--- config.mk ---
export PLATFORM = sky130hd
export DESIGN_NAME = usb_host_decoder
export DESIGN_NICKNAME = d
export VERILOG_FILES = /design/src/rtl/usb_host_decoder_pkg.sv /design/src/rtl/usb_host_decoder_serial_rx.sv /design/src/rtl/usb_host_decoder.sv
export SDC_FILE = /design/constraint.sdc
export NUM_CORES = 1
export LEC_CHECK = 0
export BUFFER_PORTS_ARGS = -buffer_cell sky130_fd_sc_hd__buf_2
export CELL_PAD_IN_SITES_DETAIL_PLACEMENT = 2
export CELL_PAD_IN_SITES_GLOBAL_PLACEMENT = 2
export CORE_MARGIN = 2
export CORE_UTILIZATION = 38
export CTS_CLUSTER_SIZE = 40
export DETAILED_ROUTE_END_ITERATION = 10
export PLACE_DENSITY_LB_ADDON = 0.1
export SKIP_LAST_GASP = 1
export SLEW_MARGIN = 10
export SYNTH_ARGS = -nofsm -noshare
export SYNTH_HDL_FRONTEND = slang
export SYNTH_SLANG_ARGS = --single-unit
--- constraint.sdc ---
create_clock -name clk -period 3.9 [get_ports clk]
set_clock_uncertainty 0.05 [all_clocks]
set_input_delay 0 -clock clk [delete_from_list [all_inputs] [get_ports clk]]
set_output_delay 0 -clock clk [all_outputs]
set_load 0.01 [all_outputs]
--- src/rtl/usb_host_decoder_pkg.sv ---
// Shared constants and types for the host-side game-pad link decoder.
// Button code map, default code widths, serial receiver state encoding.
package usb_host_pkg;

  localparam int unsigned CORD_W_DEF = 8;
  localparam int unsigned OP_W_DEF   = 4;

  localparam logic [7:0] CORD_L = 8'hC1;
  localparam logic [7:0] CORD_R = 8'hC2;
  localparam logic [7:0] CORD_U = 8'hC4;
  localparam logic [7:0] CORD_D = 8'hC8;

  localparam logic [3:0] OP_A = 4'h1;
  localparam logic [3:0] OP_B = 4'h2;
  localparam logic [3:0] OP_X = 4'h4;
  localparam logic [3:0] OP_Y = 4'h8;

  typedef enum logic [1:0] {
    RX_IDLE  = 2'd0,
    RX_SHIFT = 2'd1,
    RX_STOP  = 2'd2
  } rx_state_e;

  // One cycle's worth of decoded events, registered as a unit in the top.
  typedef struct packed {
    logic l;
    logic r;
    logic u;
    logic d;
    logic a;
    logic b;
    logic x;
    logic y;
    logic cord_valid;
    logic op_valid;
    logic frame_err;
  } evt_t;

endpackage

--- src/rtl/usb_host_decoder_serial_rx.sv ---
// Serial frame receiver: start bit 1, W data bits MSB-first, stop bit 0.
// Pulses done with the captured word, or stop_err when the stop bit is 1.
module usb_serial_rx
  import usb_host_pkg::*;
#(
  parameter int unsigned W = 8
) (
  input  logic         clk,
  input  logic         reset,
  input  logic         clear,
  input  logic         line,
  output logic [W-1:0] data,
  output logic         done,
  output logic         stop_err
);

  localparam int unsigned CNT_W = (W > 1) ? $clog2(W) : 1;

  rx_state_e        state;
  rx_state_e        state_next;
  logic [CNT_W-1:0] cnt;
  logic [W-1:0]     shreg;
  logic             shift_c;
  logic             stop_c;

  always_ff @(posedge clk) begin
    if (reset || clear) begin
      state <= RX_IDLE;
    end else begin
      state <= state_next;
    end
  end

  always_comb begin
    state_next = state;
    case (state)
      RX_IDLE:  if (line) state_next = RX_SHIFT;
      RX_SHIFT: if (cnt == CNT_W'(W - 1)) state_next = RX_STOP;
      RX_STOP:  state_next = RX_IDLE;
      default:  state_next = RX_IDLE;
    endcase
  end

  always_comb begin
    shift_c = (state == RX_SHIFT);
    stop_c  = (state == RX_STOP);
  end

  // Datapath: clear aborts any partial word without reporting anything.
  always_ff @(posedge clk) begin
    if (reset || clear) begin
      cnt      <= '0;
      shreg    <= '0;
      data     <= '0;
      done     <= 1'b0;
      stop_err <= 1'b0;
    end else begin
      done     <= 1'b0;
      stop_err <= 1'b0;
      if (state == RX_IDLE) begin
        cnt <= '0;
      end
      if (shift_c) begin
        shreg <= W'({shreg, line});
        cnt   <= cnt + CNT_W'(1);
      end
      if (stop_c) begin
        if (!line) begin
          data <= shreg;
          done <= 1'b1;
        end else begin
          stop_err <= 1'b1;
        end
      end
    end
  end

endmodule

--- src/rtl/usb_host_decoder.sv ---
// Host-side game-pad decoder: parallel codes (mode 0) or serial frames (mode 1)
// turned into one-cycle button pulses with valid and error flags.
module usb_host_decoder
  import usb_host_pkg::*;
#(
  parameter int unsigned CORD_W = CORD_W_DEF,
  parameter int unsigned OP_W   = OP_W_DEF
) (
  input  logic              clk,
  input  logic              reset,
  input  logic              mode,
  input  logic [CORD_W-1:0] in_cordinate_P,
  input  logic [OP_W-1:0]   in_operation_P,
  input  logic              in_cordinate_S,
  input  logic              in_operation_S,
  output logic              L,
  output logic              R,
  output logic              U,
  output logic              D,
  output logic              A,
  output logic              B,
  output logic              X,
  output logic              Y,
  output logic              cord_valid,
  output logic              op_valid,
  output logic              frame_err
);

  logic              mode_q;
  logic              mode_chg_c;
  logic              rx_clear_c;
  logic [CORD_W-1:0] prev_cord;
  logic [OP_W-1:0]   prev_op;

  logic [CORD_W-1:0] rx_cord_data;
  logic              rx_cord_done;
  logic              rx_cord_err;
  logic [OP_W-1:0]   rx_op_data;
  logic              rx_op_done;
  logic              rx_op_err;

  logic [CORD_W-1:0] cord_code_c;
  logic              cord_hit_c;
  logic              cord_stop_err_c;
  logic [OP_W-1:0]   op_code_c;
  logic              op_hit_c;
  logic              op_stop_err_c;

  evt_t evt_c;
  evt_t evt_q;

  // Any edge where mode differs from last cycle aborts everything in flight.
  assign mode_chg_c = mode ^ mode_q;
  assign rx_clear_c = mode_chg_c | ~mode;

  always_ff @(posedge clk) begin
    mode_q <= mode;
  end

  always_ff @(posedge clk) begin
    if (reset || mode_chg_c || mode) begin
      prev_cord <= '0;
      prev_op   <= '0;
    end else begin
      prev_cord <= in_cordinate_P;
      prev_op   <= in_operation_P;
    end
  end

  usb_serial_rx #(.W(CORD_W)) u_rx_cord (
    .clk      (clk),
    .reset    (reset),
    .clear    (rx_clear_c),
    .line     (in_cordinate_S),
    .data     (rx_cord_data),
    .done     (rx_cord_done),
    .stop_err (rx_cord_err)
  );

  usb_serial_rx #(.W(OP_W)) u_rx_op (
    .clk      (clk),
    .reset    (reset),
    .clear    (rx_clear_c),
    .line     (in_operation_S),
    .data     (rx_op_data),
    .done     (rx_op_done),
    .stop_err (rx_op_err)
  );

  // Per-channel event source: edge-detected parallel code or completed frame.
  always_comb begin
    cord_code_c     = in_cordinate_P;
    cord_hit_c      = 1'b0;
    cord_stop_err_c = 1'b0;
    op_code_c       = in_operation_P;
    op_hit_c        = 1'b0;
    op_stop_err_c   = 1'b0;
    if (mode) begin
      cord_code_c     = rx_cord_data;
      cord_hit_c      = rx_cord_done && (rx_cord_data != '0);
      cord_stop_err_c = rx_cord_err;
      op_code_c       = rx_op_data;
      op_hit_c        = rx_op_done && (rx_op_data != '0);
      op_stop_err_c   = rx_op_err;
    end else begin
      cord_hit_c = (in_cordinate_P != '0) && (in_cordinate_P != prev_cord);
      op_hit_c   = (in_operation_P != '0) && (in_operation_P != prev_op);
    end
  end

  always_comb begin
    evt_c            = '0;
    evt_c.l          = cord_hit_c && (cord_code_c == CORD_W'(CORD_L));
    evt_c.r          = cord_hit_c && (cord_code_c == CORD_W'(CORD_R));
    evt_c.u          = cord_hit_c && (cord_code_c == CORD_W'(CORD_U));
    evt_c.d          = cord_hit_c && (cord_code_c == CORD_W'(CORD_D));
    evt_c.a          = op_hit_c && (op_code_c == OP_W'(OP_A));
    evt_c.b          = op_hit_c && (op_code_c == OP_W'(OP_B));
    evt_c.x          = op_hit_c && (op_code_c == OP_W'(OP_X));
    evt_c.y          = op_hit_c && (op_code_c == OP_W'(OP_Y));
    evt_c.cord_valid = evt_c.l | evt_c.r | evt_c.u | evt_c.d;
    evt_c.op_valid   = evt_c.a | evt_c.b | evt_c.x | evt_c.y;
    evt_c.frame_err  = (cord_hit_c && !evt_c.cord_valid) || cord_stop_err_c
                    || (op_hit_c && !evt_c.op_valid) || op_stop_err_c;
  end

  always_ff @(posedge clk) begin
    if (reset || mode_chg_c) begin
      evt_q <= '0;
    end else begin
      evt_q <= evt_c;
    end
  end

  assign L          = evt_q.l;
  assign R          = evt_q.r;
  assign U          = evt_q.u;
  assign D          = evt_q.d;
  assign A          = evt_q.a;
  assign B          = evt_q.b;
  assign X          = evt_q.x;
  assign Y          = evt_q.y;
  assign cord_valid = evt_q.cord_valid;
  assign op_valid   = evt_q.op_valid;
  assign frame_err  = evt_q.frame_err;

endmodule

==> impl_metrics.ini, run 1 <==
[worst_setup_path]
critPathArrivalTime_ns = 2.31
r2r_slack_ns = 2.09
worst-path-max-fanout = 21
critPathLaunchType = input pin
reg2regPathDepth = 7
crit_required_ns = 4.09
r2r_start = mode_q
r2r_end = U
endpoint_kind = flip-flop
worstSetupPathType = in2reg

[yosys]
syn_area_per_cell_sq_um = 9.60
syn_area_sq_um = 2430
synth_cell_types = 41
synth.net_count = 274
ys.warnings.count = 0
synth_cells = 253
ys_ff_latch = 61
yosysSeqAreaShare_pct = 50.3

[clock_network]
cts-buffers-inserted = 9
ctsResizeCount = 0
h-tree-depth = 3
cts_root_buffer = clkbuf_8
cts_tree = yes
clk_pin_slew_ns = 0.06
cts_sinks = 61
cts_max_path_buffers = 2
postCtsSetupBuffers = 0
clkLatencyLatePin_ns = 0.34

[worst_hold_path]
holdPathEnd = u_rx_cord.shreg[7]
hold_depth = 2
hold_path.class = reg2reg
min-delay-start = u_rx_cord.shreg[7]

[floorplan]
start_util_pct = 38.7
core_area_sq_um = 6280
fp.dieArea_sq_um = 7050
pin_count = 28
die_y_um = 83.9
rows = 29
die_x_um = 83.9

[timing]
rsz0062_at_grt = no
setup_slack_ns = 1.78
period_share_pct = 54.5
slew_violations = 0
layout_min_cycle_time_ns = 2.12
finalHoldViolations = 0
finalSetupTns_ns = 0
setup_viol = 0
tightest_slew_ns = 0.758
max_clock_freq_mhz = 471
slew-limit-headroom_pct = 49.3

[global_route]
antenna_found_initial = 0
grt_max_degree = 32
overflow = 0
grt_busiest_layer = met2
grt_pass1_vias = 2088
grt_pass1_wl_mm = 10.3
met2_usage_pct = 31.0
use_met1_pct = 23.2
grtUsageTotal_pct = 18.7
grtUsageMet3_pct = 3.76

[detailed_routing]
wl_mm = 6.01
vias = 1982
antenna_left = 0
drc = 0
first_pass_iters = 4
drtIter0Drc = 60
wire_per_inst_um = 15.7
via_per_inst = 5.19

[cells_and_area]
final_cell_mix = dfxtp_1 (61), nand2_1 (32), nor2_1 (28)
area_growth_syn_to_layout_pct = 22.6
n_antenna_cell = 0
layout.nets = 322
drive_gt1_share_pct = 16.7
final_util_pct = 47.4
finish.instance_area_sq_um = 2980
final_common_cell = dfxtp_1

[power_and_ir_drop]
powerDensity_nw_per_um2 = 416
total_power_mw = 1.24
irDropWorstVdd_uv = 185
power.leakage_nw = 1.15

[placement]
globalplace.congestion = 0.737
dp_slack_ns = 2.00
port-buffer-count = 27
hpwl_mm = 3.94
place_area_sq_um = 2640

[flow_run]
cap_violations = 0

[status]
status = complete, no violations
## metal layers
metal | wire [um] | up-vias | part of all wire, %
met3 | 172 | 8 | 2.9
li1 | - | 980 | -
met5 | 0 | - | 0
met2 | 2870 | 29 | 48
met1 | 2840 | 965 | 47
met4 | 123 | 0 | 2.0
## logic make-up after synthesis
family                   Yosys count  share of synthesized area [%]
XOR/XNOR                          14                           5.05
AO/OA/AOI/OAI                     33                           8.45
flip-flops                        61                           50.3
AND/OR/NAND/NOR                  110                           22.8
multiplexers                      22                           9.53
adder cells (fa/ha/maj)            4                           2.06
buffers and inverters              9                           1.80
## worst max path at each step
stage	startpoint	end	slack (ns)	cells after the start
6_report	mode	U	1.78	9
3_5_place_dp	mode	D	2.00	8
2_1_floorplan	mode_q	D	2.39	6
4_1_cts	mode	U	1.79	9
5_1_grt	mode	U	1.56	9
3_3_place_gp	mode	cord_valid	2.10	8
## area by class of cell
cell class | count | area [sq um]
Fill cell | 683 | 3300
Sequential cell | 61 | 1220
Multi-Input combinational cell | 183 | 1160
Timing Repair Buffer | 46 | 318
Clock buffer | 14 | 173
Tap cell | 77 | 96.3
Clock inverter | 1 | 5.00
## what timing repair did
| item | 4_1_cts | 5_1_grt |
|---|---|---|
| hold buffers | 16 | 0 |
| hold endpoints to repair | 20 | 0 |
| setup endpoints to repair | 0 | 0 |
## synth_stat cells, drive strengths merged
cell type / number / area (sq um)
o31ai: 1 / 7.51
nand2: 32 / 120
buf: 4 / 25.0
xor2: 13 / 114
nand3b: 1 / 7.51
nor3b: 2 / 20.0
dfxtp: 61 / 1220
nand2b: 3 / 18.8
and4b: 2 / 20.0
nor4b: 1 / 8.76
nor4: 13 / 81.3
o32ai: 1 / 8.76
a21oi: 17 / 85.1
ha: 4 / 50.1
o22a: 1 / 8.76
mux2i: 16 / 164
a31oi: 2 / 12.5
clkbuf: 5 / 18.8
a22oi: 3 / 22.5
or3: 1 / 6.26
o21ai: 1 / 5.00
o21a: 1 / 7.51
mux2: 6 / 67.6
nor3: 4 / 20.0
o21bai: 1 / 7.51
and3: 2 / 12.5
nor2b: 3 / 18.8
nor2: 28 / 105
a211oi: 1 / 7.51
xnor2: 1 / 8.76
or4: 2 / 15.0
and2: 14 / 87.6
o22ai: 1 / 6.26
nand3: 1 / 5.00
a2111oi: 2 / 17.5
or2b: 1 / 7.51
a41oi: 1 / 8.76
## registers in the layout (all words and copies together), names as in the netlist, 2 cells and up
signal           cells
u_rx_cord.cnt        3
u_rx_cord.data       8
u_rx_op.shreg        4
u_rx_op.state        2
u_rx_op.data         4
u_rx_op.cnt          2
prev_op              4
u_rx_cord.shreg      8
u_rx_cord.state      2
prev_cord            8
## worst max-delay path, cell delays in order
cell and delay (ns):
dlygate4sd3_1 0.52, buf_2 0.39, ha_1 0.34, nor3_1 0.18, buf_4 0.19, o21ai_1 0.07, a21oi_1 0.20, o21bai_1 0.21
nor4_1 0.20
## power by group
group / internal [mW] / switching, mW
logic: 0.0414 / 0.0504
clock network: 0.279 / 0.234
registers: 0.630 / 0.00381
total: 0.951 / 0.288
## per-stage QoR
stage | hold slack (ns) | cells
global route | 0.446 | 382
global placement | 0.219 | 351
floorplan | -0.0223 | 253
detailed placement | 0.222 | 351
finish | 0.420 | 382
CTS | 0.415 | 382
No activity file was read; power rests on OpenSTA's default activity.
==> run 2, diff against run 1 <==
--- a/config.mk
+++ b/config.mk
@@ -9,7 +9,7 @@
 export CELL_PAD_IN_SITES_DETAIL_PLACEMENT = 2
 export CELL_PAD_IN_SITES_GLOBAL_PLACEMENT = 2
 export CORE_MARGIN = 2
-export CORE_UTILIZATION = 38
+export CORE_UTILIZATION = 36
 export CTS_CLUSTER_SIZE = 40
 export DETAILED_ROUTE_END_ITERATION = 10
 export PLACE_DENSITY_LB_ADDON = 0.1
==> constraint.sdc (replaced) <==
create_clock -name clk -period 2.05 [get_ports clk]
set_clock_uncertainty 0.05 [all_clocks]
set_input_delay 0 -clock clk [delete_from_list [all_inputs] [get_ports clk]]
set_output_delay 0 -clock clk [all_outputs]
set_load 0.01 [all_outputs]
==> run 2 against run 1 <==
  * First-iteration DRC count is 10% lower
  * Die area grew 5.3%
  * Final cell count is 0.52% higher
  * Non-clock buffer count is 1 higher
  * Wire length is 6.8% higher
  * Clock-buffer cell count is 2 lower
  * Sequential share of layout area decreased by 0.27 points
  * Clock power is 110% higher
  * Final area grew 0.67%
  * Power increased by 97%
  * Core utilization fell by 0.76 points
  * Largest power group unchanged
==> impl_metrics.ini, run 2 (synthesized netlist as in run 1, its figures left out) <==
[status]
status = complete, no violations

[clock_network]
clk_pin_slew_ns = 0.06
postCtsSetupBuffers = 0
cts_tree = yes
cts-buffers-inserted = 9
cts_hold_buffers = 15
cts_root_buffer = clkbuf_8
cts_sinks = 61
cts_max_path_buffers = 2
ctsResizeCount = 0
clkLatencyLatePin_ns = 0.34
h-tree-depth = 3

[floorplan]
fp.dieArea_sq_um = 7420
die_x_um = 86.1
pin_count = 28
rows = 29
start_util_pct = 37.8
die_y_um = 86.1
core_area_sq_um = 6420

[worst_setup_path]
critical_path.max_stage_delay_ns = 0.53
critPathLaunchType = input pin
worstSetupPathType = in2reg
worst-path-max-fanout = 5
critPathArrivalTime_ns = 2.00
crit_path_top_delay_cell = dlygate4sd3_1
path_cells = dlygate4sd3_1, buf_2, xor2_1, nor4_1, a21oi_1, o21bai_1, nor2_1
r2r_start = prev_cord[4]
r2r_slack_ns = 0.27
endpoint_kind = flip-flop
crit_required_ns = 2.21
crit_start = in_cordinate_P[7]

[placement]
port-buffer-count = 27
dp_slack_ns = 0.292
place_area_sq_um = 2650
globalplace.congestion = 0.875
dp.cells = 353
hpwl_mm = 4.46

[timing]
tightest_slew_ns = 0.492
slew_violations = 0
layout_min_cycle_time_ns = 1.84
rsz0062_at_grt = no
max_clock_freq_mhz = 545
finalSetupTns_ns = 0
setup_viol = 0
finalHoldViolations = 0
setup_slack_ns = 0.214
slew-limit-headroom_pct = 66.9
hold_ws_ns = 0.0820
period_share_pct = 89.6

[global_route]
grt_max_degree = 23
overflow = 0
grtUsageTotal_pct = 18.6
antenna_found_initial = 0
grt_pass1_wl_mm = 10.5
grt_pass1_vias = 2176

[power_and_ir_drop]
power.leakage_nw = 1.16
powerDensity_nw_per_um2 = 815
total_power_mw = 2.44
irDropWorstVdd_uv = 408

[cells_and_area]
final_util_pct = 46.7
multi_input_area_sq_um = 1160
finish.instance_area_sq_um = 3000
drive_gt1_share_pct = 17.6
final_cell_mix = dfxtp_1 (61), nand2_1 (32), nor2_1 (28)
reg_top3 = prev_cord (8), u_rx_cord.data (8), u_rx_cord.shreg (8)
layout.nets = 323
final_cells = 384
seqCellArea_sq_um = 1220
area_growth_syn_to_layout_pct = 23.4
n_antenna_cell = 0
final_common_cell = dfxtp_1
fill_cells = 693

[worst_hold_path]
hold_path.class = in2reg
min-delay-start = mode

[detailed_routing]
antenna_left = 0
first_pass_iters = 4
drtIter0Drc = 54
vias = 2002
via_per_inst = 5.21
wl_mm = 6.41
drc = 0
wire_per_inst_um = 16.7

[flow_run]
cap_violations = 0
run 2: changes by cell type in the layout (fill, tap and decap cells not counted):
cell,before,now
bufinv_16,0,1
dlygate4sd3_1,16,15
clkinv_2,1,2
clkinvlp_4,0,1
buf_4,3,5
clkbuf_8,12,10
run 2: final cells by class:
| type | instances | area share (%) |
|---|---|---|
| well taps | 77 | 3.22 |
| flip-flops and latches | 61 | 40.8 |
| repair buffers | 47 | 10.8 |
| clock buffers | 12 | 4.84 |
| clock inverters | 4 | 1.59 |
| multi-input cells | 183 | 38.8 |
run 2: critical path: cells and delay by family:
kind | cells | cell delay [ns]
buffers and inverters | 2 | 0.68
AOI/OAI and AO/OA | 2 | 0.57
xor gates and xnor gates | 1 | 0.17
and+or+nand+nor | 2 | 0.57
run 2: final timing paths:
| kind | cells past startpoint | to |
|---|---|---|
| min | 2 | mode_q |
| min reg2reg | 2 | u_rx_op.shreg[3] |
| max reg2reg | 5 | cord_valid |
| max | 7 | cord_valid |
run 2: per-layer routing:
layer  share of wire, %  vias up  GRT usage (%)  routed length [um]
met4                1.8        0           8.23                 113
met1                 46      981           22.3                2920
met2                 50       28           31.6                3190
met3                3.0       10           4.52                 191
li1                   -      983              -                   -
met5                  0        -              0                   0
run 2: power by group:
group	internal, mW	total [mW]	switching [mW]	leakage [nW]
sequential	1.20	1.21	0.00680	0.493
clock	0.591	1.06	0.466	0.0964
combinational	0.0794	0.181	0.102	0.575
total	1.87	2.44	0.574	1.16
